**src/rtl/genome_feeder_if.sv**
```systemverilog
// Byte-stream and ViRAL-side signals of genome_feeder, bundled with
// slave (DUT) and master (driver) views.
interface genome_feeder_if #(
    parameter int BYTE      = 8,
    parameter int CNT_WIDTH = 16
);
    logic                 s_valid;
    logic [BYTE-1:0]      s_data;
    logic                 s_last;
    logic                 s_ready;
    logic                 i_ready_to_rcv;
    logic                 o_base_ready;
    logic [BYTE-1:0]      o_base;
    logic                 o_done;
    logic [CNT_WIDTH-1:0] o_genome_cnt;
    logic                 o_len_err;
    logic                 o_char_err;

    modport slave (
        input  s_valid, s_data, s_last, i_ready_to_rcv,
        output s_ready, o_base_ready, o_base, o_done, o_genome_cnt, o_len_err, o_char_err
    );

    modport master (
        output s_valid, s_data, s_last, i_ready_to_rcv,
        input  s_ready, o_base_ready, o_base, o_done, o_genome_cnt, o_len_err, o_char_err
    );
endinterface

```
**src/rtl/genome_feeder.sv**
```systemverilog
// Buffers a framed ASCII base stream and re-emits each genome at exactly GENOME_LENGTH bases.
// Optional macro GENOME_FEEDER_NORMALIZE_EN: fold lowercase bases, replace invalid bytes by 'N'.
module genome_feeder #(
    parameter int BYTE            = 8,
    parameter int GENOME_LENGTH   = 1024,
    parameter int LOG2_FIFO_DEPTH = 4,
    parameter int CNT_WIDTH       = 16
) (
    input  logic            clk,
    input  logic            rstn,
    genome_feeder_if.slave  bus
);
    localparam int                   DEPTH  = 1 << LOG2_FIFO_DEPTH;
    localparam logic [CNT_WIDTH-1:0] GLEN   = CNT_WIDTH'(GENOME_LENGTH);
    localparam logic [BYTE-1:0]      BASE_N = BYTE'(8'h4E);

    typedef enum logic [1:0] {
        ST_STREAM = 2'd0,
        ST_PAD    = 2'd1,
        ST_DONE   = 2'd2,
        ST_DROP   = 2'd3
    } state_e;

    logic [BYTE:0]            mem_q [DEPTH];
    logic [LOG2_FIFO_DEPTH:0] wr_ptr_q, wr_ptr_d, rd_ptr_q, rd_ptr_d;
    logic                     full_s, empty_s, push_s, pop_s;
    logic [BYTE:0]            wr_entry_s, rd_entry_s;

    state_e                   state_q, state_d;
    logic [CNT_WIDTH-1:0]     base_cnt_q, base_cnt_d, cnt_inc_s;
    logic [CNT_WIDTH-1:0]     genome_cnt_q, genome_cnt_d;
    logic                     last_seen_q, last_seen_d;
    logic                     base_ready_q, base_ready_d;
    logic [BYTE-1:0]          base_q, base_d;
    logic                     done_q, done_d;
    logic                     len_err_q, len_err_d;

    // The extra pointer bit tells a full FIFO from an empty one.
    assign full_s  = (wr_ptr_q[LOG2_FIFO_DEPTH] != rd_ptr_q[LOG2_FIFO_DEPTH]) &&
                     (wr_ptr_q[LOG2_FIFO_DEPTH-1:0] == rd_ptr_q[LOG2_FIFO_DEPTH-1:0]);
    assign empty_s    = (wr_ptr_q == rd_ptr_q);
    assign push_s     = bus.s_valid && !full_s;
    assign rd_entry_s = mem_q[rd_ptr_q[LOG2_FIFO_DEPTH-1:0]];
    assign cnt_inc_s  = base_cnt_q + CNT_WIDTH'(1);
    assign wr_ptr_d   = wr_ptr_q + (LOG2_FIFO_DEPTH+1)'(push_s);
    assign rd_ptr_d   = rd_ptr_q + (LOG2_FIFO_DEPTH+1)'(pop_s);

`ifdef GENOME_FEEDER_NORMALIZE_EN
    logic [BYTE:0] wr_norm_s;
    logic          char_err_q, char_err_d;

    // Returns {invalid, normalised byte}.
    function automatic logic [BYTE:0] norm_base(input logic [BYTE-1:0] b);
        case (b)
            8'h41, 8'h43, 8'h47, 8'h54, 8'h4E: norm_base = {1'b0, b};
            8'h61, 8'h63, 8'h67, 8'h74, 8'h6E: norm_base = {1'b0, b ^ BYTE'(8'h20)};
            default:                           norm_base = {1'b1, BASE_N};
        endcase
    endfunction

    assign wr_norm_s      = norm_base(bus.s_data);
    assign wr_entry_s     = {bus.s_last, wr_norm_s[BYTE-1:0]};
    assign char_err_d     = char_err_q | (push_s & wr_norm_s[BYTE]);
    assign bus.o_char_err = char_err_q;

    // Sticky invalid-character flag.
    always_ff @(posedge clk or negedge rstn) begin
        if (!rstn) begin
            char_err_q <= 1'b0;
        end else begin
            char_err_q <= char_err_d;
        end
    end
`else
    assign wr_entry_s     = {bus.s_last, bus.s_data};
    assign bus.o_char_err = 1'b0;
`endif

    // FIFO storage; contents are don't-care while the pointers say empty.
    always_ff @(posedge clk) begin
        if (push_s) begin
            mem_q[wr_ptr_q[LOG2_FIFO_DEPTH-1:0]] <= wr_entry_s;
        end
    end

    // Next-state and output decode for the pad/truncate FSM.
    always_comb begin
        state_d      = state_q;
        base_cnt_d   = base_cnt_q;
        last_seen_d  = last_seen_q;
        base_ready_d = 1'b0;
        base_d       = base_q;
        done_d       = 1'b0;
        genome_cnt_d = genome_cnt_q;
        len_err_d    = len_err_q;
        pop_s        = 1'b0;
        case (state_q)
            ST_STREAM: begin
                if (bus.i_ready_to_rcv && !empty_s) begin
                    pop_s        = 1'b1;
                    base_ready_d = 1'b1;
                    base_d       = rd_entry_s[BYTE-1:0];
                    base_cnt_d   = cnt_inc_s;
                    last_seen_d  = last_seen_q | rd_entry_s[BYTE];
                    if (cnt_inc_s == GLEN) begin
                        state_d = ST_DONE;
                    end else if (rd_entry_s[BYTE]) begin
                        state_d = ST_PAD;
                    end else begin
                        state_d = ST_STREAM;
                    end
                end else begin
                    state_d = ST_STREAM;
                end
            end
            ST_PAD: begin
                if (bus.i_ready_to_rcv) begin
                    base_ready_d = 1'b1;
                    base_d       = BASE_N;
                    base_cnt_d   = cnt_inc_s;
                    len_err_d    = 1'b1;
                    state_d      = (cnt_inc_s == GLEN) ? ST_DONE : ST_PAD;
                end else begin
                    state_d = ST_PAD;
                end
            end
            ST_DONE: begin
                if (bus.i_ready_to_rcv) begin
                    done_d       = 1'b1;
                    genome_cnt_d = genome_cnt_q + CNT_WIDTH'(1);
                    base_cnt_d   = {CNT_WIDTH{1'b0}};
                    last_seen_d  = 1'b0;
                    state_d      = last_seen_q ? ST_STREAM : ST_DROP;
                end else begin
                    state_d = ST_DONE;
                end
            end
            ST_DROP: begin
                // Only STREAM pops mark last_seen; the tail of a truncated genome must not.
                len_err_d = 1'b1;
                if (!empty_s) begin
                    pop_s   = 1'b1;
                    state_d = rd_entry_s[BYTE] ? ST_STREAM : ST_DROP;
                end else begin
                    state_d = ST_DROP;
                end
            end
            default: begin
                state_d = ST_STREAM;
            end
        endcase
    end

    // All control state and registered outputs.
    always_ff @(posedge clk or negedge rstn) begin
        if (!rstn) begin
            wr_ptr_q     <= '0;
            rd_ptr_q     <= '0;
            state_q      <= ST_STREAM;
            base_cnt_q   <= '0;
            genome_cnt_q <= '0;
            last_seen_q  <= 1'b0;
            base_ready_q <= 1'b0;
            base_q       <= '0;
            done_q       <= 1'b0;
            len_err_q    <= 1'b0;
        end else begin
            wr_ptr_q     <= wr_ptr_d;
            rd_ptr_q     <= rd_ptr_d;
            state_q      <= state_d;
            base_cnt_q   <= base_cnt_d;
            genome_cnt_q <= genome_cnt_d;
            last_seen_q  <= last_seen_d;
            base_ready_q <= base_ready_d;
            base_q       <= base_d;
            done_q       <= done_d;
            len_err_q    <= len_err_d;
        end
    end

    assign bus.s_ready      = !full_s;
    assign bus.o_base_ready = base_ready_q;
    assign bus.o_base       = base_q;
    assign bus.o_done       = done_q;
    assign bus.o_genome_cnt = genome_cnt_q;
    assign bus.o_len_err    = len_err_q;
endmodule
```
**src/flat_wrapper.sv**
```systemverilog
// flat-port wrapper written by rule: the top's interface ports become plain ports
module genome_feeder_flat 
#(
    parameter int BYTE            = 8,
    parameter int GENOME_LENGTH   = 1024,
    parameter int LOG2_FIFO_DEPTH = 4,
    parameter int CNT_WIDTH       = 16
)
  (clk, rstn, bus_s_valid, bus_s_data, bus_s_last, bus_i_ready_to_rcv, bus_s_ready, bus_o_base_ready, bus_o_base, bus_o_done, bus_o_genome_cnt, bus_o_len_err, bus_o_char_err);
  genome_feeder_if #(.BYTE(BYTE), .CNT_WIDTH(CNT_WIDTH)) bus_i ();
  input  logic clk;
  input  logic rstn;
  input wire logic [$bits(bus_i.s_valid)-1:0] bus_s_valid;
  input wire logic [$bits(bus_i.s_data)-1:0] bus_s_data;
  input wire logic [$bits(bus_i.s_last)-1:0] bus_s_last;
  input wire logic [$bits(bus_i.i_ready_to_rcv)-1:0] bus_i_ready_to_rcv;
  output wire logic [$bits(bus_i.s_ready)-1:0] bus_s_ready;
  output wire logic [$bits(bus_i.o_base_ready)-1:0] bus_o_base_ready;
  output wire logic [$bits(bus_i.o_base)-1:0] bus_o_base;
  output wire logic [$bits(bus_i.o_done)-1:0] bus_o_done;
  output wire logic [$bits(bus_i.o_genome_cnt)-1:0] bus_o_genome_cnt;
  output wire logic [$bits(bus_i.o_len_err)-1:0] bus_o_len_err;
  output wire logic [$bits(bus_i.o_char_err)-1:0] bus_o_char_err;
  assign bus_i.s_valid = bus_s_valid;
  assign bus_i.s_data = bus_s_data;
  assign bus_i.s_last = bus_s_last;
  assign bus_i.i_ready_to_rcv = bus_i_ready_to_rcv;
  assign bus_s_ready = bus_i.s_ready;
  assign bus_o_base_ready = bus_i.o_base_ready;
  assign bus_o_base = bus_i.o_base;
  assign bus_o_done = bus_i.o_done;
  assign bus_o_genome_cnt = bus_i.o_genome_cnt;
  assign bus_o_len_err = bus_i.o_len_err;
  assign bus_o_char_err = bus_i.o_char_err;
  genome_feeder #(.BYTE(BYTE), .GENOME_LENGTH(GENOME_LENGTH), .LOG2_FIFO_DEPTH(LOG2_FIFO_DEPTH), .CNT_WIDTH(CNT_WIDTH)) u_core (.clk(clk), .rstn(rstn), .bus(bus_i));
endmodule
```
**config.mk**
```make
export PLATFORM = sky130hd
export DESIGN_NAME = genome_feeder_flat
export DESIGN_NICKNAME = d
export VERILOG_FILES = /design/src/rtl/genome_feeder_if.sv /design/src/rtl/genome_feeder.sv /design/src/flat_wrapper.sv
export SDC_FILE = /design/constraint.sdc
export NUM_CORES = 1
export LEC_CHECK = 0
export ABC_AREA = 1
export BUFFER_PORTS_ARGS = -buffer_cell sky130_fd_sc_hd__buf_2
export CAP_MARGIN = 25
export CORE_MARGIN = 3
export CORE_UTILIZATION = 35
export DETAILED_ROUTE_END_ITERATION = 7
export HOLD_SLACK_MARGIN = 0.15
export SETUP_SLACK_MARGIN = 0.02
export SLEW_MARGIN = 40
export SYNTH_ARGS = -nofsm -noshare
export SYNTH_HDL_FRONTEND = slang
export SYNTH_SLANG_ARGS = --single-unit
```
**constraint.sdc**
```tcl
create_clock -name clk -period 2.1 [get_ports clk]
set_input_delay 0.42 -clock clk [delete_from_list [all_inputs] [get_ports clk]]
set_output_delay 0.42 -clock clk [all_outputs]
set_load 0.005 [all_outputs]
```
==> tab_implementation.tex <==
\begin{tabular}{lr}
\hline
Metric & Value \\
\hline
\multicolumn{2}{l}{\textbf{Run status}} \\
\quad Run status & complete, no violations \\
\multicolumn{2}{l}{\textbf{Placed design}} \\
\quad Setup Slack @ Placement & about 0.22 ns \\
\quad Post-detailed-placement half-perimeter wirelength & 13500 um \\
\quad Port Buf Inserts & 40 \\
\quad Dpl cells & 1190 \\
\quad Gpl congestion & between 0.8 and 0.9 \\
\multicolumn{2}{l}{\textbf{Timing}} \\
\quad WHS & 0.332 ns \\
\quad Final worst setup slack & 0.116 ns \\
\quad Setup repair after global routing missed its margin & false \\
\quad Post-route setup TNS & 0 ns \\
\quad Maximum clock frequency & 0.504 GHz \\
\quad Period utilisation layout & 94.5\% \\
\quad Final hold violation count & 0 \\
\quad Count of final setup violators & 0 \\
\quad Clock tree skew after final layout & about 0.016 ns \\
\quad Count of pins over their slew limit & 0 \\
\quad Minimum clock period after layout & 1.98 ns \\
\multicolumn{2}{l}{\textbf{Floorplan}} \\
\quad Initial Utilization & 35.8\% \\
\quad Die Y & $\sim$160 um \\
\quad Die area & between 20000 and 30000 um\^{}2 \\
\quad I/O pin count & 42 \\
\quad Core Region & 24500 um\^{}2 \\
\quad Row count & 57 \\
\quad Die Span X & 164 um \\
\multicolumn{2}{l}{\textbf{Logic synthesis}} \\
\quad Top cell types by occurrence after synthesis & 172 x sky130\_fd\_sc\_hd\_\_nand2\_1, 144 x sky130\_fd\_sc\_hd\_\_edfxtp\_1, 127 x sky130\_fd\_sc\_hd\_\_nor2\_1, 86 x sky130\_fd\_sc\_hd\_\_o21ai\_0 \\
\quad Post-synth design cell area & 8750 um\^{}2 \\
\quad Post-synth net total & around 850 \\
\quad Post-Synthesis Cells & 821 \\
\quad Most repeated cell in the gate-level netlist after synthesis & sky130\_fd\_sc\_hd\_\_nand2\_1 \\
\quad Flip-flop and latch count after synthesis & 200 \\
\quad Yosys synthesis warning count & 0 \\
\quad Leading cell types by total area after synthesis & sky130\_fd\_sc\_hd\_\_edfxtp\_1 49\%, sky130\_fd\_sc\_hd\_\_dfrtp\_1 16\%, sky130\_fd\_sc\_hd\_\_nand2\_1 7.4\%, sky130\_fd\_sc\_hd\_\_nor2\_1 5.4\%, sky130\_fd\_sc\_hd\_\_o21ai\_0 4.9\% \\
\quad Commonest register cell after synthesis & sky130\_fd\_sc\_hd\_\_edfxtp\_1 \\
\quad Post-synth EDFFs & about 140 \\
\quad Area fraction of the dominant cell type after synthesis & between 40 and 50\% \\
\quad Sequential fraction of the synthesis area & 65.5\% \\
\quad Synth cell types & 38 \\
\quad Synthesized area divided by synthesized cell count & around 11 um\^{}2 \\
\quad Proportion of register bits with asynchronous set or reset after synthesis & between 20\% and 30\% \\
\quad Dominant cell type by area after synthesis & sky130\_fd\_sc\_hd\_\_edfxtp\_1 \\
\multicolumn{2}{l}{\textbf{Clocking}} \\
\quad CTS tree & done \\
\quad Clock sinks & 200 \\
\quad Clock Root Buffer & sky130\_fd\_sc\_hd\_\_clkbuf\_16 \\
\quad Total CTS buffers & 17 \\
\quad Maximum number of buffers from clock root to sink & 2 \\
\quad Worst-Skew Late Latency & 0.44 ns \\
\quad Deepest level of the CTS H-tree & 4 \\
\quad Clock slew seen by the registers of the worst setup and hold paths & around 0.08 ns \\
\multicolumn{2}{l}{\textbf{Global routing}} \\
\quad Met2 track utilization from global routing & 24.6\% \\
\quad Global route hottest layer & met2 \\
\quad First-pass GRT wire length & roughly 32000 um \\
\quad Initial antenna violation count & 0 \\
\quad Number of global-route vias before repair & 5753 \\
\quad Met3 layer usage reported by global route & 2.90\% \\
\quad Global-route total usage across every layer & 15.3\% \\
\quad GR Layer Usage met1 & between 20\% and 30\% \\
\quad Maximum number of pins on one net before global-route repair & 62 \\
\quad Overflow after GRT & 0 \\
\multicolumn{2}{l}{\textbf{Layout}} \\
\quad Count of antenna diodes in the layout & 0 \\
\quad Fraction of final layout cells sized beyond drive strength 1 & between 10\% and 20\% \\
\quad Filler Cells Inserted & between 2000 and 2500 \\
\quad Relative area change from synthesis to final layout & 16.6\% \\
\quad Number of nets at the end of the flow & just over 900 \\
\quad Number of standard cells in the final layout excluding fillers & 1226 \\
\multicolumn{2}{l}{\textbf{Routing}} \\
\quad Number of iterations in the first detailed-routing pass & 5 \\
\quad \# DRC & 0 \\
\quad Final wirelength & between 20000 and 25000 um \\
\quad Routed length per instance & 16.3 um \\
\quad Via count & 5939 \\
\quad Via count normalized by instance count & 4.84 \\
\quad Initial DRC count & 421 \\
\quad Antenna Nets Post-Route & 0 \\
\multicolumn{2}{l}{\textbf{Run}} \\
\quad Max-Cap Viols & 0 \\
\multicolumn{2}{l}{\textbf{Critical path}} \\
\quad WP data required & 1.68 ns \\
\quad Crit. End Element & primary output \\
\quad Worst path buffer plus inverter count & 2 \\
\quad Critical-path top delay cell & sky130\_fd\_sc\_hd\_\_dfrtp\_1 \\
\quad Kind of cell with the highest combined delay on the critical path & flip-flops \\
\quad Max Fanout on Critical Path & 2 \\
\quad Reg2reg setup slack & 0.16 ns \\
\quad Crit-path max cell delay & 0.43 ns \\
\quad Arrival time of data at the critical path endpoint & 1.56 ns \\
\quad Crit start category & flip-flop \\
\quad Setup Crit Path Kind & flip-flop to primary output \\
\quad Cells along the critical path & xor2\_1, nor2\_2, nand3b\_1, buf\_4, buf\_2 \\
\multicolumn{2}{l}{\textbf{Pwr}} \\
\quad Pleak & a little over 0.004 uW \\
\quad PnR Total Power & 12900 uW \\
\quad PwrDens & 1260 nW/um\^{}2 \\
\quad Peak supply drop & 0.641 mV \\
\multicolumn{2}{l}{\textbf{Worst hold path}} \\
\quad Worst hold-check path type & input port to flip-flop \\
\hline
\end{tabular}
-- timing repair --
action / in CTS / in global routing
hold buffers: 1 / 0
setup endpoints to repair: 0 / 5
endpoints found under the hold margin: 56 / 0
buffers inserted: 0 / 3
gates resized for setup: 0 / 2
-- where the power goes --
| group | switching [uW] | total, uW | internal, uW |
|---|---|---|---|
| logic | 2840 | 4300 | 1460 |
| registers | 312 | 5110 | 4800 |
| clock network | 1690 | 3450 | 1760 |
-- worst paths after layout --
kind	from	endpoint	cells past startpoint
min reg2reg	u_core.bus.o_genome_cnt[15]	u_core.bus.o_genome_cnt[15]	1
min in group asynchronous	rstn	u_core.bus.o_base[5]	3
max	u_core.rd_ptr_q[1]	bus_s_ready	5
max in group asynchronous	rstn	u_core.wr_ptr_q[1]	3
min	bus_i_ready_to_rcv	u_core.bus.o_done	3
max reg2reg	u_core.rd_ptr_q[0]	u_core.base_cnt_q[10]	11
-- registers in the layout, indices dropped and copies added, names as in the netlist --
| signal | flops |
|---|---|
| u_core.mem_q | 144 |
| u_core.base_cnt_q | 16 |
| u_core.bus.o_base_ready | 1 |
| u_core.bus.o_done | 1 |
| u_core.state_q | 2 |
| u_core.bus.o_len_err | 1 |
| u_core.wr_ptr_q | 5 |
| u_core.bus.o_genome_cnt | 16 |
| u_core.rd_ptr_q | 5 |
| u_core.last_seen_q | 1 |
| u_core.bus.o_base | 8 |
-- cells by family (layout without fill, tap and decap cells) --
group | Yosys count | count (layout) | synth area share [%]
and+or+nand+nor | 364 | 364 | 17.7
xor gates and xnor gates | 25 | 25 | 2.50
other | 1 | 1 | 0.0429
AOI/OAI and AO/OA | 130 | 130 | 8.32
adders and majority gates | 11 | 11 | 1.57
DFF | 200 | 200 | 65.5
buffers and inverters | 90 | 171 | 4.45
-- tightest hold or removal path, cell delays in order --
cell and delay, ns:
sky130_fd_sc_hd__buf_2 0.13, sky130_fd_sc_hd__nand2_4 0.11, sky130_fd_sc_hd__inv_4 0.07
-- metrics by stage --
stage / area, um^2 / utilization [%]
2_1_floorplan: 8750 / -
3_3_place_gp: 9520 / 38.9
3_5_place_dp: 9520 / 38.9
4_1_cts: 10200 / 41.6
5_1_grt: 10200 / 41.7
6_report: 10200 / 41.7
-- cell usage in the layout, fill, tap and decap left out, types with 4 or more instances in the layout --
master / n
sky130_fd_sc_hd__inv_8: 4
sky130_fd_sc_hd__xor2_1: 17
sky130_fd_sc_hd__dfrtp_1: 54
sky130_fd_sc_hd__o211ai_1: 10
sky130_fd_sc_hd__clkbuf_16: 17
sky130_fd_sc_hd__o221ai_1: 5
sky130_fd_sc_hd__o22ai_1: 16
sky130_fd_sc_hd__buf_4: 34
sky130_fd_sc_hd__nand4_1: 11
sky130_fd_sc_hd__ha_1: 11
sky130_fd_sc_hd__nand3_1: 39
sky130_fd_sc_hd__o21ai_0: 86
sky130_fd_sc_hd__buf_12: 5
sky130_fd_sc_hd__nand2_1: 172
sky130_fd_sc_hd__clkinv_8: 4
sky130_fd_sc_hd__xnor2_1: 8
sky130_fd_sc_hd__a21oi_1: 7
sky130_fd_sc_hd__nor2_1: 126
sky130_fd_sc_hd__buf_2: 40
sky130_fd_sc_hd__edfxtp_1: 144
sky130_fd_sc_hd__inv_1: 56
-- layout make-up --
| type | instances | area [um^2] | area share (%) |
|---|---|---|---|
| Clock buffer | 17 | 425 | 4.17 |
| Clock inverter | 15 | 211 | 2.07 |
| Multi-Input combinational cell | 531 | 2640 | 25.8 |
| Inverter | 59 | 224 | 2.20 |
| Timing Repair Buffer | 80 | 566 | 5.55 |
| Tap cell | 324 | 405 | 3.98 |
| Sequential cell | 200 | 5730 | 56.2 |
-- per-layer routing --
| metal | wire length (um) | share of wire [%] | vias up |
|---|---|---|---|
| li1 | - | - | 2936 |
| met1 | 9350 | 47 | 2858 |
| met2 | 9510 | 47 | 129 |
| met3 | 981 | 4.9 | 16 |
| met4 | 176 | 0.88 | 0 |
| met5 | 0 | 0 | - |
(Power assumes the default switching activity.)
